File: config.mk
export PLATFORM = sky130hd
export DESIGN_NAME = edsac_main_control_sequencer
export DESIGN_NICKNAME = d
export VERILOG_FILES = /design/src/rtl/edsac_main_control_sequencer.sv
export SDC_FILE = /design/constraint.sdc
export NUM_CORES = 1
export LEC_CHECK = 0
export ABC_AREA = 1
export CORE_ASPECT_RATIO = 0.6
export CORE_UTILIZATION = 35
export CTS_CLUSTER_SIZE = 10
export DETAILED_ROUTE_END_ITERATION = 8
export PLACE_DENSITY = 0.57
export SETUP_SLACK_MARGIN = 0.2
export SLEW_MARGIN = 10
export SYNTH_ARGS = -nofsm -noshare
export SYNTH_HDL_FRONTEND = slang
export SYNTH_SLANG_ARGS = --single-unit
File: constraint.sdc
create_clock -name clk -period 2.2 [get_ports clk]
set_clock_uncertainty 0.15 [all_clocks]
set_input_delay 0.44 -clock clk [delete_from_list [all_inputs] [get_ports clk]]
set_output_delay 0.44 -clock clk [all_outputs]
set_load 0.01 [all_outputs]
File: src/rtl/edsac_main_control_sequencer.sv
// EDSAC main control sequencer: alternates Stage 1 (fetch/transfer) and Stage 2 (execute) on d0 ticks.
// Optional single-step halting is compiled in with EDSAC_MCS_SINGLE_STEP_EN.
module edsac_main_control_sequencer #(
    parameter int unsigned EXEC_W        = 4,
    parameter int unsigned FETCH_TIMEOUT = 32,
    parameter int unsigned TMO_W         = 6
) (
    input  logic              clk,
    input  logic              reset,
    input  logic              d0,
    input  logic              start,
    input  logic              addr_match,
    input  logic [EXEC_W-1:0] exec_len,
    input  logic              stop_order,
    input  logic              hold,
    input  logic              single_step,
    output logic              g12,
    output logic              g13,
    output logic              g1_pos,
    output logic              g1_neg,
    output logic              r2,
    output logic              sct_inc,
    output logic              ep_done,
    output logic              halted,
    output logic              fault
);

    typedef enum logic [2:0] {StIdle, StFetch, StXfer, StExec, StHalt} state_t;

    state_t              state_q, state_d;
    logic                par_q, par_d;
    logic                pend_q, pend_d;
    logic [TMO_W-1:0]    tmo_q, tmo_d;
    logic [EXEC_W-1:0]   cnt_q, cnt_d;
    logic                stop_q, stop_d;
    logic                fault_q, fault_d;
    logic                r2_d, sct_d, done_d;
    logic                halt_req;

`ifdef EDSAC_MCS_SINGLE_STEP_EN
    assign halt_req = stop_q | single_step;
`else
    logic unused_single_step;
    assign unused_single_step = single_step;
    assign halt_req = stop_q;
`endif

    always_comb begin
        state_d = state_q;
        pend_d  = pend_q;
        tmo_d   = tmo_q;
        cnt_d   = cnt_q;
        stop_d  = stop_q;
        fault_d = fault_q;
        r2_d    = 1'b0;
        sct_d   = 1'b0;
        done_d  = 1'b0;
        par_d   = (d0 && state_q != StIdle) ? ~par_q : par_q;

        if ((state_q == StIdle || state_q == StHalt) && start) begin
            pend_d = 1'b1;
        end

        // pend_q (not start) gates the transition, so a start on a tick waits one more tick
        if (d0) begin
            unique case (state_q)
                StIdle, StHalt: begin
                    if (pend_q) begin
                        state_d = StFetch;
                        pend_d  = 1'b0;
                        tmo_d   = '0;
                    end
                end
                StFetch: begin
                    if (addr_match) begin
                        state_d = StXfer;
                    end else if (tmo_q == TMO_W'(FETCH_TIMEOUT - 1)) begin
                        fault_d = 1'b1;
                        state_d = StHalt;
                    end else begin
                        tmo_d = tmo_q + TMO_W'(1);
                    end
                end
                StXfer: begin
                    r2_d    = 1'b1;
                    sct_d   = 1'b1;
                    cnt_d   = (exec_len == '0) ? EXEC_W'(1) : exec_len;
                    stop_d  = stop_order;
                    state_d = StExec;
                end
                StExec: begin
                    if (!hold) begin
                        if (cnt_q <= EXEC_W'(1)) begin
                            done_d  = 1'b1;
                            tmo_d   = '0;
                            state_d = halt_req ? StHalt : StFetch;
                        end else begin
                            cnt_d = cnt_q - EXEC_W'(1);
                        end
                    end
                end
                default: state_d = StIdle;
            endcase
        end
    end

    always_ff @(posedge clk or posedge reset) begin
        if (reset) begin
            state_q <= StIdle;
            par_q   <= 1'b0;
            pend_q  <= 1'b0;
            tmo_q   <= '0;
            cnt_q   <= '0;
            stop_q  <= 1'b0;
            fault_q <= 1'b0;
            g12     <= 1'b0;
            g13     <= 1'b0;
            halted  <= 1'b0;
            r2      <= 1'b0;
            sct_inc <= 1'b0;
            ep_done <= 1'b0;
        end else begin
            state_q <= state_d;
            par_q   <= par_d;
            pend_q  <= pend_d;
            tmo_q   <= tmo_d;
            cnt_q   <= cnt_d;
            stop_q  <= stop_d;
            fault_q <= fault_d;
            g12     <= (state_d == StFetch) || (state_d == StXfer);
            g13     <= (state_d == StExec);
            halted  <= (state_d == StHalt);
            r2      <= r2_d;
            sct_inc <= sct_d;
            ep_done <= done_d;
        end
    end

    assign g1_pos = par_q;
    assign g1_neg = ~par_q;
    assign fault  = fault_q;

endmodule

Word level (Yosys, flattened, before mapping)

Cells that the tools add are included.

Register bits after elaboration: 22

$add $sub $neg: 2
$lt $le $gt $ge: 1
Eq/ne operators: 15
Mux-type cells: 28
Bitwise logic cells: 2
Reductions and logical operators: 14

Operators by type and width:

| operator                                                                          | count |
|---|---|
| 6-bit two-way mux                                                                 | 5 |
| 3-bit two-way mux                                                                 | 7 |
| 6-bit case mux with 3 select lines                                                | 1 |
| 3-bit by 2-bit equality test with 1-bit output (second input constant)            | 4 |
| 4-bit two-way mux                                                                 | 3 |
| 2-bit inequality test (second input constant)                                     | 6 |
| 3-bit case mux with 4 select lines                                                | 1 |
| 1-bit two-way mux                                                                 | 10 |
| 4-bit case mux with 2 select lines                                                | 1 |
| 4-bit AND reduction                                                               | 2 |
| 7-bit AND reduction                                                               | 1 |
| 6-bit by 1-bit adder with 6-bit output (second input constant)                    | 1 |
| 3-bit by 1-bit equality test with 1-bit output (second input constant)            | 2 |
| 3-bit equality test (second input constant)                                       | 2 |
| 6-bit by 5-bit equality test with 1-bit output (second input constant)            | 1 |
| 3-bit nonzero test                                                                | 2 |
| 4-bit by 1-bit less-or-equal comparator with 1-bit output (second input constant) | 1 |
| 4-bit zero test                                                                   | 1 |
| 4-bit by 1-bit subtractor with 4-bit output (second input constant)               | 1 |
| 3-bit zero test                                                                   | 1 |
| 1-bit logical AND                                                                 | 2 |
| 1-bit logical OR                                                                  | 2 |
| 1-bit NOT                                                                         | 2 |
| 2-bit AND reduction                                                               | 1 |
| other kinds (2)                                                                   | 2 |

Depth between registers and ports, before layout

Depth after elaboration: 7
Mapped depth: 12

Least setup slack after synthesis

Ideal clock, no wire load.

Path type: register -> register
Start point: register cnt_q[0]
End point: register tmo_q[2]
Library setup time: 77 ps
Arrival: 1393 ps
Data required time: 1973 ps
Path slack: 579 ps
Stages on the path, launching flop included: 13
Path buffers: 0
Clock period less this slack: 1621 ps
Cell sequence: dfrtp_1 -> inv_1 -> ha_1 -> inv_1 -> nand2_1 -> nand2_1 -> nand2_2 -> nand2_1 -> nor2_2 -> nand2_4 -> inv_2 -> nand2_1 -> a21oi_1

Longest elaborated chain between the ends: 3

RTL lines:

| element                                                   | RTL line | RTL |
|---|---|---|
| from (decl)                                               | 34       | `logic [EXEC_W-1:0] cnt_q, cnt_d;` |
| from (signal assigned)                                    | 127      | `cnt_q <= cnt_d;` |
| 4-bit by 1-bit less-or-equal comparator with 1-bit output | 93       | `if (cnt_q <= EXEC_W'(1)) begin` |
| 2-bit inequality test (no line)                           | --       |  |
| 7-bit AND reduction (no line)                             | --       |  |
| to (signal assigned)                                      | 126      | `tmo_q <= tmo_d;` |
| to (decl)                                                 | 33       | `logic [TMO_W-1:0] tmo_q, tmo_d;` |

Every way passes these cells.
A chain may end at the register's enable or synchronous reset.

Worst setup path in the final report

Start point: register par_q (netlist: g1_pos)
End point: output g1_neg

Longest elaborated chain between the ends: 1

RTL lines:

| element                | RTL line | RTL |
|---|---|---|
| from (decl)            | 31       | `logic par_q, par_d;` |
| from (signal assigned) | 124      | `par_q <= par_d;` |
| 1-bit NOT              | 140      | `assign g1_neg = ~par_q;` |
| to (decl)              | 20       | `output logic g1_neg,` |

Every way passes these cells.

==> impl_metrics.py <==
metrics = {
    "critical_path": {
        "reg2reg_from": "cnt_q[0]$_DFFE_PP0P_",
        "arrival_ns": 1.25,
        "cp-start-kind": "register",
        "required_ns": 1.61,
        "r2r_end": "tmo_q[2]$_DFFE_PP0P_",
        "crit_type": "register to output port",
        "path_max_fanout": 3,
        "end_kind": "output port",
        "reg2regPathDepth": 12,
        "r2r_slack_ns": 0.42,
    },
    "synthesis": {
        "ys.flop_type": "dfrtp_1",
        "synthTopCellsByCount": "35 x nand2_1, 22 x dfrtp_1, 22 x inv_1",
        "synth.distinct_cells": 29,
        "ys_ff_latch": 22,
        "yosysWarnings": 0,
        "ys_top_cells_by_area": "dfrtp_1 45%, nand2_1 11%, inv_1 6.7%, nor2_1 5.2%, o21ai_0 4.1%",
        "synthCells": 157,
        "synth-edff-count": 0,
        "syn_area_um2": 1234,
        "syn_area_per_cell_um2": 7.858,
        "syn-num-nets": 172,
        "async_reset_ff_share_pct": 100.0,
        "synth_top_area_share_pct": 44.62,
        "synth.most_common_cell": "nand2_1",
        "yosysSeqAreaShare_pct": 44.62,
        "synth_area_leader_cell": "dfrtp_1",
    },
    "floorplanning": {
        "start_util_pct": 37.35,
        "fp.dieW_um": 78.65,
        "die-area_um2": 3774,
        "die_h_um": 47.99,
        "fp-row-count": 16,
        "io_pins": 21,
        "coreArea_um2": 3303,
    },
    "drt": {
        "vias": 1048,
        "met1_length_um": 1300,
        "viasPerCell": 4.679,
        "dr.pass1.iters": 4,
        "wl_met3_um": 185,
        "maxUsedRoutingLayer": "met4",
        "remaining_drc_errors": 0,
        "wl_met2_um": 1010,
        "ant_nets": 0,
        "first_iter_violations": 48,
        "wl_per_cell_um": 11.27,
        "wirelength_um": 2525,
    },
    "grt": {
        "grt_pass1_wl_um": 4250,
        "first_global_vias": 884,
        "grt_overflow": 0,
        "grt_antenna_before_repair": 0,
        "grt_max_degree": 23,
        "track_usage_pct": 15.73,
    },
    "sta": {
        "slew_headroom_pct": 78.78,
        "period_minus_slack_ns": 1.837,
        "finalWorstSetupSlack_ns": 0.3630,
        "setup_viol": 0,
        "slew_viol_final": 0,
        "worst_slew_pin_slew_ns": 0.3172,
        "final_hold_viol_count": 0,
        "fin_setup_tns_ns": 0,
        "fin_crit_sh_pct": 83.50,
        "rsz0062_at_grt": "no",
        "fmax_ghz": 0.5444,
    },
    "clock_network": {
        "worstSkewPairLatency_ns": 0.26,
        "clk_pin_slew_worst_paths_ns": 0.08,
        "cts_buffers": 3,
        "root_buffer": "clkbuf_8",
        "cts_buffer_depth": 2,
        "cts_sinks": 22,
        "htreeDepth": 1,
        "cts_hold_buf": 0,
        "cts_tree": "done",
    },
    "power": {
        "max-vdd-ir-drop_mv": 0.3881,
        "power_density_nw_per_um2": 1108,
        "power_leakage_nw": 0.7155,
    },
    "placed_design": {
        "pre_cts_ws_ns": 0.2509,
        "place_hpwl_um": 1975,
        "io_buffers": 19,
        "gp_congestion": 0.8345,
    },
    "finish": {
        "final_layout_size_suffix_gt1_share_pct": 12.29,
        "synthToLayoutAreaGrowth_pct": 24.44,
        "nNetsFinal": 195,
        "diodes": 0,
    },
    "status": {
        "status": "complete, no violations",
    },
    "run": {
        "max_cap_violations": 0,
    },
    "min_path": {
        "hold_depth": 1,
        "hold_path_end": "fault$_DFFE_PP0P_",
        "min_from": "fault$_DFFE_PP0P_",
        "hp-class": "register to register",
    },
}
[sequential cells by signal, summed over array words and instances (netlist names)]
register and flops:
g12 1, halted 1, halt_req 1, fault 1, state_q 3, pend_q 1, g13 1, cnt_q 4
sct_inc 1, tmo_q 6, g1_pos 1, ep_done 1
[kinds of logic (layout without fill, tap and decap cells)]
group / count (synthesis) / after routing / synth area share, %
AOI/OAI and AO/OA: 27 / 27 / 13.19
buffers and inverters: 27 / 49 / 9.432
xor gates and xnor gates: 4 / 4 / 2.840
DFF: 22 / 22 / 44.62
adders and majority gates: 3 / 3 / 3.043
muxes: 1 / 1 / 0.9127
and+or+nand+nor: 73 / 73 / 25.96
[critical path, stage by stage, from the launching register on]
cell and delay, ns:
dfrtp_1 0.40, inv_1 0.06, clkdlybuf4s50_1 0.52
[power by group]
part	total (mW)	internal [mW]	leakage (nW)	switching [mW]
sequential	0.630	0.530	0.284	0.0999
combinational	0.780	0.311	0.403	0.469
clock	0.291	0.160	0.0288	0.131
[placed cells by master, fill, tap and decap left out, types with 3 or more instances in the layout]
cell and instances:
o21ai_0 9, nand4_1 3, inv_2 4, clkbuf_8 4, nand2_1 35, inv_1 20
nand3_1 8, clkdlybuf4s50_1 19, dfrtp_1 22, nor2_1 17, a21oi_1 7, nand2_2 3
[worst max path at each step]
| stage | startpoint | endpoint | slack (ns) | cells past startpoint |
|---|---|---|---|---|
| 2_1_floorplan | cnt_q[0]$_DFFE_PP0P_ | tmo_q[2]$_DFFE_PP0P_ | 0.58 | 12 |
| 3_3_place_gp | addr_match | halted$_DFF_PP0_ | 0.29 | 9 |
| 3_5_place_dp | addr_match | halted$_DFF_PP0_ | 0.25 | 9 |
| 4_1_cts | g1_pos$_DFFE_PP0P_ | g1_neg | 0.34 | 2 |
| 5_1_grt | cnt_q[0]$_DFFE_PP0P_ | tmo_q[2]$_DFFE_PP0P_ | 0.21 | 12 |
| 6_report | g1_pos$_DFFE_PP0P_ | g1_neg | 0.36 | 2 |
[timing repair]
action | in CTS | in global routing
setup endpoints to repair | 0 | 8
resized for setup | 0 | 6
buffers inserted | 0 | 0
[area by class of cell]
| class | count | area (um^2) |
|---|---|---|
| multi-input combinational | 108 | 578.1 |
| fill | 329 | 1768 |
| clock buffer | 4 | 55.05 |
| tap | 45 | 56.30 |
| inverter | 24 | 90.09 |
| timing repair buffer | 21 | 205.2 |
| sequential | 22 | 550.5 |
[through the flow]
step | hold WS [ns] | util, % | area (um^2) | power, mW | cells
after global placement | 0.2973 | 44.47 | 1469 | 1.391 | 220
after floorplan | 0.2792 | - | 1234 | 1.177 | 157
final | 0.3202 | 46.48 | 1535 | 1.701 | 224
after global routing | 0.3559 | 46.48 | 1535 | 1.875 | 224
after CTS | 0.3289 | 46.14 | 1524 | 1.711 | 224
after detailed placement | 0.3011 | 44.47 | 1469 | 1.406 | 220
[routing by layer]
metal	track usage (%)	up-vias
met5	0	-
met4	5.556	0
met3	5.143	5
met2	22.09	33
met1	22.57	465
li1	-	545
Power figures use the tool's default switching activity.
==> edit: new RTL, same flow settings <==
The option `EDSAC_MCS_SINGLE_STEP_EN` is turned on by a define.
--- a/src/rtl/edsac_main_control_sequencer.sv
+++ b/src/rtl/edsac_main_control_sequencer.sv
@@ -1,4 +1,6 @@
 // EDSAC main control sequencer: alternates Stage 1 (fetch/transfer) and Stage 2 (execute) on d0 ticks.
 // Optional single-step halting is compiled in with EDSAC_MCS_SINGLE_STEP_EN.
+`define EDSAC_MCS_SINGLE_STEP_EN
+
 module edsac_main_control_sequencer #(
     parameter int unsigned EXEC_W        = 4,
Behaviour: not the same (Yosys sat finds a counterexample within 10 cycles, from zero or initial values and one cycle with reset high).
==> edit against the unedited design <==
- power increased by 12%
- first-iteration DRC count up 6.3%
- register-to-register slack worse by 30 ps
- setup slack better by 3.8 ps
- synthesized area is 7.2% higher
- non-clock buffer count up 3
- final cell count up 3.1%
- critical path depth stayed put
- wire length up 4.0%
- via count grew 2.0%
- sequential cell count stayed put
- design area rose by 7.6%
==> edit: results (changes against the unedited design) <==
[synthesis]
ys_seq_area_frac = 0.416  ; -0.0300
synth_cells = 162  ; +3.2%
yosys-top-cells-area = dfrtp_1, nand2_1, inv_1
syn_nets = 177  ; +2.9%
synth.distinct_cells = 31  ; +6.9%
synth_common_cells = nand2_1, dfrtp_1, inv_1

[placement]
place_congestion = 0.860  ; +3.0%
place_ws_ps = 256  ; +4.63 ps
post_dp_cell_area_mm2 = 0.00156  ; +6.2%
hpwl_um = 2070  ; +4.7%
io_buffers = 20  ; +1

[setup_path]
r2r_setup_slack_ps = 390  ; -30 ps
ff2ff_path_depth = 14  ; +2
r2r-end = g12

[route]
wl_met2_um = 927  ; -8.2%
firstDrtPassIters = 4  ; unchanged
drt_wl_total_um = 2630  ; +4.0%
drt-met1-wl_um = 1530  ; +17%
drt_iter0_markers = 51  ; +6.3%
dr_wl_met3_um = 148  ; -20%

[finish]
n_antenna_cell = 0  ; unchanged
fin_nets = 202  ; +3.6%
fin_cells = 231  ; +3.1%
drive_above_1_share = 0.285  ; +0.162
fillCellCount = 334  ; +1.5%

[global_route]
grtUsageTotal = 0.156  ; -0.00142
grt_pass1_vias = 946  ; +7.0%
use_met3 = 0.0574  ; +0.00598
grt_pass1_wl_um = 4640  ; +9.1%
grt_use_met1 = 0.256  ; +0.0301
use_met2 = 0.181  ; -0.0403

[power_and_ir_drop]
p_sw_uw = 770  ; +10%
power.leakage_uw = 0.000776  ; +8.5%
internal-power_uw = 1140  ; +14%
ir_worst_vdd_uv = 400  ; +3.1%
p_seq_frac = 0.332  ; -0.038

[status]
status = complete, no violations

[clock_network]
cts.reportedPaths.clkPinSlew_ps = 80  ; about the same

[sta]
whs_ps = 315  ; -5.18 ps
fmaxAchievable_mhz = 546  ; +0.21%

[job]
max-cap-violations = 0  ; unchanged

-- edit: cell types whose count changed after synthesis, sizes merged, moves of 2 or more --
cell	before	now
or2	0	4
nor2	20	23
o21ai	12	15
o31ai	2	0
xnor2	2	0
-- edit: worst max-delay path by stage --
| stage | startpoint | end | depth (start not counted) |
|---|---|---|---|
| after floorplan | cnt_q[0] | g12 | 13 |
| after global routing | cnt_q[0] | g12 | 14 |
| after global placement | single_step | g12 | 10 |
| final | g1_pos | g1_neg | 2 |
| after CTS | cnt_q[0] | g12 | 13 |
| after detailed placement | d0 | stop_q | 4 |
-- edit: area by class of cell --
| type | count | area [um^2] | share of cell area |
|---|---|---|---|
| Clock inverter | 1 | 30.0 | 0.0182 |
| Clock buffer | 3 | 41.3 | 0.0250 |
| Sequential cell | 22 | 551 | 0.333 |
| Multi-Input combinational cell | 112 | 653 | 0.395 |
| Inverter | 24 | 90.1 | 0.0545 |
| Tap cell | 45 | 56.3 | 0.0341 |
| Timing Repair Buffer | 24 | 230 | 0.139 |
-- edit: kinds of logic (layout without fill, tap and decap cells) --
logic type | count (synthesis) | count (layout) | synth area share
adder cells (fa/ha/maj) | 3 | 3 | 0.0284
flip-flops | 22 | 22 | 0.416
XOR/XNOR | 1 | 1 | 0.00662
multiplexers | 1 | 1 | 0.00851
AO/OA/AOI/OAI | 27 | 27 | 0.145
buffers and inverters | 28 | 52 | 0.0993
AND/OR/NAND/NOR | 80 | 80 | 0.296
-- edit: worst max-delay path: stages (launching register included) --
cell and delay (ps):
dfrtp_1 410, inv_1 60, clkdlybuf4s50_1 520
-- edit: timing repair --
action,in CTS,in global routing
setup buffers,0,1
resized for setup,0,6
endpoints found under the setup margin,0,2
